===== src/rtl/fwd_scoreboard_pkg.sv =====
// Shared types and helpers for the forwarding scoreboard: pipeline-entry layout,
// the register-file select code and a constant-foldable ceil(log2).
package fwd_scoreboard_pkg;

    // Register addresses are zero-extended into this field; RADDR must not exceed it.
    localparam int RADDR_MAX = 8;
    localparam int SEL_RF    = 0;

    typedef logic [RADDR_MAX-1:0] reg_t;

    typedef struct packed {
        logic vld;
        reg_t rd;
        logic wr;
        logic ld;
    } entry_t;

    function automatic int clog2(input int n);
        int w;
        w = 0;
        for (int i = 0; i < 31; i++) begin
            if ((1 << i) < n) w = i + 1;
        end
        return w;
    endfunction

    // Register 0 is hard-wired, so an entry writing it never supplies a value.
    function automatic logic live_match(input entry_t e, input reg_t r);
        return e.vld & e.wr & (e.rd != '0) & (e.rd == r);
    endfunction

endpackage


===== src/rtl/fwd_scoreboard_if.sv =====
// ID-stage request / hazard-response bundle between the pipeline control and the scoreboard.
interface fwd_scoreboard_if #(
    parameter int NSRC  = 2,
    parameter int RADDR = 5,
    parameter int SELW  = 2
);
    logic                  id_valid;
    logic [NSRC*RADDR-1:0] id_rs;
    logic [RADDR-1:0]      id_rd;
    logic                  id_regwrite;
    logic                  id_memread;
    logic                  id_branch;
    logic                  hold;
    logic                  flush;
    logic                  stall;
    logic [NSRC*SELW-1:0]  ex_fwd_sel;
    logic [NSRC*SELW-1:0]  br_fwd_sel;
    logic [15:0]           stall_cnt;

    modport master (
        output id_valid, id_rs, id_rd, id_regwrite, id_memread, id_branch, hold, flush,
        input  stall, ex_fwd_sel, br_fwd_sel, stall_cnt
    );

    modport slave (
        input  id_valid, id_rs, id_rd, id_regwrite, id_memread, id_branch, hold, flush,
        output stall, ex_fwd_sel, br_fwd_sel, stall_cnt
    );
endinterface


===== src/rtl/fwd_match_pri.sv =====
// Priority match of one source register against the post-ID table: the youngest
// live writer in stages 1..NSTAGE-1 wins; stage 0 is never a forwarding source.
module fwd_match_pri
    import fwd_scoreboard_pkg::*;
#(
    parameter int  NSTAGE    = 3,
    parameter bit  LD_FILTER = 1'b0,
    localparam int SELW      = clog2(NSTAGE)
) (
    input  reg_t                  i_src,
    input  entry_t [NSTAGE-1:0]   i_tab,
    output logic   [SELW-1:0]     o_sel
);

    // Walk oldest to youngest so the smallest matching index is the last one written.
    always_comb begin
        o_sel = SELW'(SEL_RF);
        for (int k = NSTAGE - 1; k >= 1; k--) begin
            if (live_match(i_tab[k], i_src) && !(LD_FILTER && i_tab[k].ld)) begin
                o_sel = SELW'(k);
            end
        end
    end

endmodule


===== src/rtl/fwd_scoreboard.sv =====
// Forwarding/hazard scoreboard: tracks destination info of in-flight instructions,
// generates ALU and branch-comparator forwarding selects and the ID stall.
module fwd_scoreboard
    import fwd_scoreboard_pkg::*;
#(
    parameter int  NSTAGE = 3,
    parameter int  NSRC   = 2,
    parameter int  RADDR  = 5,
    localparam int SELW   = clog2(NSTAGE)
) (
    input  logic               clk,
    input  logic               rst_n,
    fwd_scoreboard_if.slave    sb
);

    entry_t [NSTAGE-1:0] r_tab;
    reg_t   [NSRC-1:0]   r_ex_rs;
    logic   [15:0]       r_stall_cnt;

    reg_t   [NSRC-1:0]   w_id_rs;
    logic   [NSRC-1:0]   w_hazard;
    logic                w_stall;
    logic                w_bubble;

    generate
        for (genvar gi = 0; gi < NSRC; gi++) begin : g_src
            assign w_id_rs[gi] = reg_t'(sb.id_rs[gi*RADDR +: RADDR]);

            fwd_match_pri #(
                .NSTAGE    (NSTAGE),
                .LD_FILTER (1'b0)
            ) u_ex_match (
                .i_src (r_ex_rs[gi]),
                .i_tab (r_tab),
                .o_sel (sb.ex_fwd_sel[gi*SELW +: SELW])
            );

            // The branch comparator cannot take load data still in flight, hence the filter.
            fwd_match_pri #(
                .NSTAGE    (NSTAGE),
                .LD_FILTER (1'b1)
            ) u_br_match (
                .i_src (w_id_rs[gi]),
                .i_tab (r_tab),
                .o_sel (sb.br_fwd_sel[gi*SELW +: SELW])
            );

            assign w_hazard[gi] =
                (live_match(r_tab[0], w_id_rs[gi]) & (r_tab[0].ld | sb.id_branch)) |
                (sb.id_branch & r_tab[1].ld & live_match(r_tab[1], w_id_rs[gi]));
        end
    endgenerate

    assign w_stall      = sb.id_valid & ~sb.flush & (|w_hazard);
    assign w_bubble     = w_stall | sb.flush;
    assign sb.stall     = w_stall;
    assign sb.stall_cnt = r_stall_cnt;

    always_ff @(posedge clk or negedge rst_n) begin
        if (!rst_n) begin
            r_tab       <= '0;
            r_ex_rs     <= '0;
            r_stall_cnt <= '0;
        end else if (!sb.hold) begin
            for (int k = 1; k < NSTAGE; k++) begin
                r_tab[k] <= r_tab[k-1];
            end
            // A bubble carries no sources either, so EX stops asking for forwarded data.
            if (w_bubble) begin
                r_tab[0] <= '0;
                r_ex_rs  <= '0;
            end else begin
                r_tab[0].vld <= sb.id_valid;
                r_tab[0].rd  <= reg_t'(sb.id_rd);
                r_tab[0].wr  <= sb.id_regwrite;
                r_tab[0].ld  <= sb.id_memread;
                r_ex_rs      <= w_id_rs;
            end
            if (w_stall && (r_stall_cnt != 16'hFFFF)) begin
                r_stall_cnt <= r_stall_cnt + 16'd1;
            end
        end
    end

endmodule


===== src/flat_wrapper.sv =====
// flat-port wrapper written by rule: the top's interface ports become plain ports
module fwd_scoreboard_flat import fwd_scoreboard_pkg::*;
#(
    parameter int  NSTAGE = 3,
    parameter int  NSRC   = 2,
    parameter int  RADDR  = 5,
    localparam int SELW   = clog2(NSTAGE)
)
  (clk, rst_n, sb_id_valid, sb_id_rs, sb_id_rd, sb_id_regwrite, sb_id_memread, sb_id_branch, sb_hold, sb_flush, sb_stall, sb_ex_fwd_sel, sb_br_fwd_sel, sb_stall_cnt);
  fwd_scoreboard_if #(.NSRC(NSRC), .RADDR(RADDR), .SELW(2)) sb_i ();
  input  logic clk;
  input  logic rst_n;
  input wire logic [$bits(sb_i.id_valid)-1:0] sb_id_valid;
  input wire logic [$bits(sb_i.id_rs)-1:0] sb_id_rs;
  input wire logic [$bits(sb_i.id_rd)-1:0] sb_id_rd;
  input wire logic [$bits(sb_i.id_regwrite)-1:0] sb_id_regwrite;
  input wire logic [$bits(sb_i.id_memread)-1:0] sb_id_memread;
  input wire logic [$bits(sb_i.id_branch)-1:0] sb_id_branch;
  input wire logic [$bits(sb_i.hold)-1:0] sb_hold;
  input wire logic [$bits(sb_i.flush)-1:0] sb_flush;
  output wire logic [$bits(sb_i.stall)-1:0] sb_stall;
  output wire logic [$bits(sb_i.ex_fwd_sel)-1:0] sb_ex_fwd_sel;
  output wire logic [$bits(sb_i.br_fwd_sel)-1:0] sb_br_fwd_sel;
  output wire logic [$bits(sb_i.stall_cnt)-1:0] sb_stall_cnt;
  assign sb_i.id_valid = sb_id_valid;
  assign sb_i.id_rs = sb_id_rs;
  assign sb_i.id_rd = sb_id_rd;
  assign sb_i.id_regwrite = sb_id_regwrite;
  assign sb_i.id_memread = sb_id_memread;
  assign sb_i.id_branch = sb_id_branch;
  assign sb_i.hold = sb_hold;
  assign sb_i.flush = sb_flush;
  assign sb_stall = sb_i.stall;
  assign sb_ex_fwd_sel = sb_i.ex_fwd_sel;
  assign sb_br_fwd_sel = sb_i.br_fwd_sel;
  assign sb_stall_cnt = sb_i.stall_cnt;
  fwd_scoreboard #(.NSTAGE(NSTAGE), .NSRC(NSRC), .RADDR(RADDR)) u_core (.clk(clk), .rst_n(rst_n), .sb(sb_i));
endmodule

===== config.mk =====
export PLATFORM = sky130hd
export DESIGN_NAME = fwd_scoreboard_flat
export DESIGN_NICKNAME = d
export VERILOG_FILES = /design/src/rtl/fwd_scoreboard_pkg.sv /design/src/rtl/fwd_scoreboard_if.sv /design/src/rtl/fwd_match_pri.sv /design/src/rtl/fwd_scoreboard.sv /design/src/flat_wrapper.sv
export SDC_FILE = /design/constraint.sdc
export NUM_CORES = 1
export LEC_CHECK = 0
export ABC_AREA = 1
export ABC_CLOCK_PERIOD_IN_PS = 5400
export BUFFER_PORTS_ARGS = -buffer_cell sky130_fd_sc_hd__buf_4
export CAP_MARGIN = 15
export CORE_ASPECT_RATIO = 0.5
export CORE_MARGIN = 4
export CORE_UTILIZATION = 50
export CTS_CLUSTER_DIAMETER = 50
export DETAILED_ROUTE_END_ITERATION = 10
export GPL_TIMING_DRIVEN = 0
export PLACE_DENSITY = 0.72
export SLEW_MARGIN = 20
export SYNTH_ARGS = -nofsm -noshare
export SYNTH_HDL_FRONTEND = slang
export SYNTH_SLANG_ARGS = --single-unit

===== constraint.sdc =====
create_clock -name clk -period 5.4 [get_ports clk]
set_clock_uncertainty 0.2 [all_clocks]
set_input_delay 1.08 -clock clk [delete_from_list [all_inputs] [get_ports clk]]
set_output_delay 1.08 -clock clk [all_outputs]
set_load 0.02 [all_outputs]

==> results.txt <==
Required @ worst endpoint -> 4.12 ns
Max FO, Critical Path -> 7
TritonCTS Sinks -> 50
number of global-route vias before repair -> 2728
clock latency at the later pin of the worst-skew pair -> 0.29 ns
r2r setup slk -> 3.21 ns
switching power share of the total -> 28.7%
Internal -> 637 uW
layout cells sized above 1 -> 16.5%
Clk pin slew, worst setup/hold paths -> 0.06 ns
static leakage power -> 0.00188 uW
synthesized area -> 0.00314 sq mm
Syn Inst Count -> 432
max_slew headroom -> 57.0%
first-pass GRT wire length -> 13500 um
Post-Syn Nets -> 456
most common cell after layout, fill and taps aside -> nand2_1
sw power -> 256 uW
actual slew at the worst max-slew pin -> 0.645 ns
Yosys top cell by area -> dfrtp_1
GR Overflow Total -> 0
Setup crit end kind -> output port
commonest cells after routing, fill and taps aside -> 158 x nand2_1, 53 x buf_4, 50 x dfrtp_1, 40 x inv_1, 23 x xor2_1
WL final -> 8050 um
maxcap violations -> 0
Final nets -> 510
combinational power share -> 19.6%
gpl congestion -> 0.914
CORE AREA -> 0.00608 sq mm
Initial Util -> 51.7%
largest net degree at the start of global routing -> 51
min Tclk post-route -> 3.49 ns
outcome -> finished clean
Initial DRC Count -> 192
Post-CTS Setup Inserts -> 0
Synth top area share -> 39.8%
worst min path class -> reg2reg
reg2reg path depth -> 11
CTS Buffer Depth -> 2
clock network power share -> 33.9%
ranking of synthesized cells by area -> dfrtp_1 40%, nand2_1 19%, xor2_1 6.4%
post-route ant nets -> 0
CTS tree -> yes
PwrDens -> 239 mW/mm^2
VDD IR max -> 0.0000967 V
die height -> 64.1 um
design area -> 0.00374 sq mm
root buffer cell -> clkbuf_16
# diodes -> 0
reg2reg end -> u_core.r_tab[1]
post-DR wirelength/cell -> 14.0 um
crit share post-route -> 64.6%
Reg2Reg Launch Point -> u_core.r_tab[16]
multi-input logic area -> 0.00161 sq mm
mean post-synth cell area -> 7.27 sq um
via/cell ratio -> 4.99
Final Hold Vio Count -> 0
final setup vio count -> 0
Worst Path Arrival -> 2.21 ns
# DRC -> 0
Slew Limit Fails -> 0
Distinct cells, synth -> 27
placed inst area -> 0.00360 sq mm
# port buffers -> 47
RSZ-0062 raised after global routing -> false
H-tree level count -> 2
part of the power in registers -> 46.6%
total global-route track usage -> 22.6%
sequential cell area -> 0.00125 sq mm
flops & latches, synth -> 50
FMAX -> 287 MHz
via count -> 2866
PostCTS Resize Cnt -> 0
hpwl dp -> 5900 um
initial antenna violation count -> 0
Fill cells -> 582
CTS buffer count -> 5
area grow syn2layout -> 19.0%
Seq/Total Area, Yosys -> 39.8%
Syn. warnings -> 0
Setup crit start -> sb_id_rs[0]
Startpoint Class -> primary input
Die Wd -> 120 um
CTS Hold Bufs -> 0
Worst Setup EP -> sb_stall
num rows -> 20
crit path kind -> in2out
Top Ports -> 48
final setup TNS -> 0 ns
area of the die -> 0.00769 sq mm
drt first pass iters -> 4
WHS Path Cells -> 2
[state kept, by name, summed over array words and instances (netlist names)]
register and cells:
u_core.r_tab 24, u_core.r_ex_rs 10, u_core.sb.stall_cnt 16
[metal layers]
layer,vias to the layer above,wire (um),track usage [%]
met5,-,0,0
met4,0,110,6.56
met3,11,407,4.77
met2,71,3560,35.2
met1,1323,3970,31.9
li1,1461,-,-
[cell type report]
type	instances	area share, %
flip-flops and latches	50	33.5
well taps	88	2.95
clock buffers	7	3.55
repair buffers	47	9.44
multi-input cells	316	43.0
plain buffers	20	3.01
inverters	46	4.62
[stage by stage]
step | utilization (%) | instances | total power (uW) | hold slack, ns | worst slack (ns)
2_1_floorplan | - | 432 | 536 | 0.250 | 1.95
3_3_place_gp | 59.3 | 567 | 593 | 0.268 | 1.94
3_5_place_dp | 59.3 | 567 | 595 | 0.278 | 1.92
4_1_cts | 61.5 | 574 | 899 | 0.294 | 1.92
5_1_grt | 61.5 | 574 | 938 | 0.335 | 1.74
6_report | 61.5 | 574 | 893 | 0.300 | 1.91
[critical path, cell delays in order]
cell,delay (ns)
buf_4,0.11
inv_1,0.08
nand2_1,0.06
nand2_1,0.05
nor2_1,0.10
nand3_1,0.11
nand2_1,0.12
nand2_2,0.07
nand2_4,0.12
nand2_1,0.09
inv_1,0.08
buf_4,0.13
[how the worst min path moves through the flow]
stage | start | endpoint | slack, ns
floorplan | u_core.r_tab[32] | u_core.r_tab[32] | 0.25
global placement | u_core.r_tab[23] | u_core.r_tab[23] | 0.27
detailed placement | u_core.r_tab[23] | u_core.r_tab[23] | 0.28
CTS | u_core.r_tab[23] | u_core.r_tab[23] | 0.29
global route | u_core.r_tab[32] | u_core.r_tab[32] | 0.33
finish | u_core.r_tab[32] | u_core.r_tab[32] | 0.30
[cell families after synthesis]
logic type                 share of synthesized area (%)
buffers and inverters                               9.08
and+or+nand+nor                                     32.6
adders and majority gates                          0.398
DFF                                                 39.8
xor gates and xnor gates                            11.2
AOI/OAI and AO/OA                                   6.93
[cells in the mapped netlist]
library cell	count
clkbuf_1	12
buf_4	6
nor4_1	3
a21oi_1	4
nand4_2	1
nor2_1	21
nand2_1	158
nor3_1	16
nand3_2	2
inv_2	6
inv_1	40
xor2_1	23
nand3_4	1
xnor2_1	17
nand2_2	6
o21ai_1	3
o21ai_0	21
nor3_2	1
nand4_1	6
o22ai_1	11
ha_1	1
dfrtp_1	50
nor2_4	2
nand2_4	1
buf_6	2
o221ai_1	1
nand3_1	17
[power groups by stage]
stage / sequential [uW] / clock [uW] / combinational [uW]
final: 416 / 302 / 175
after global routing: 419 / 323 / 197
after global placement: 422 / 0 / 171
after CTS: 415 / 310 / 175
after detailed placement: 422 / 0 / 173
after floorplan: 419 / 0 / 117
Power figures use the tool's default switching activity.
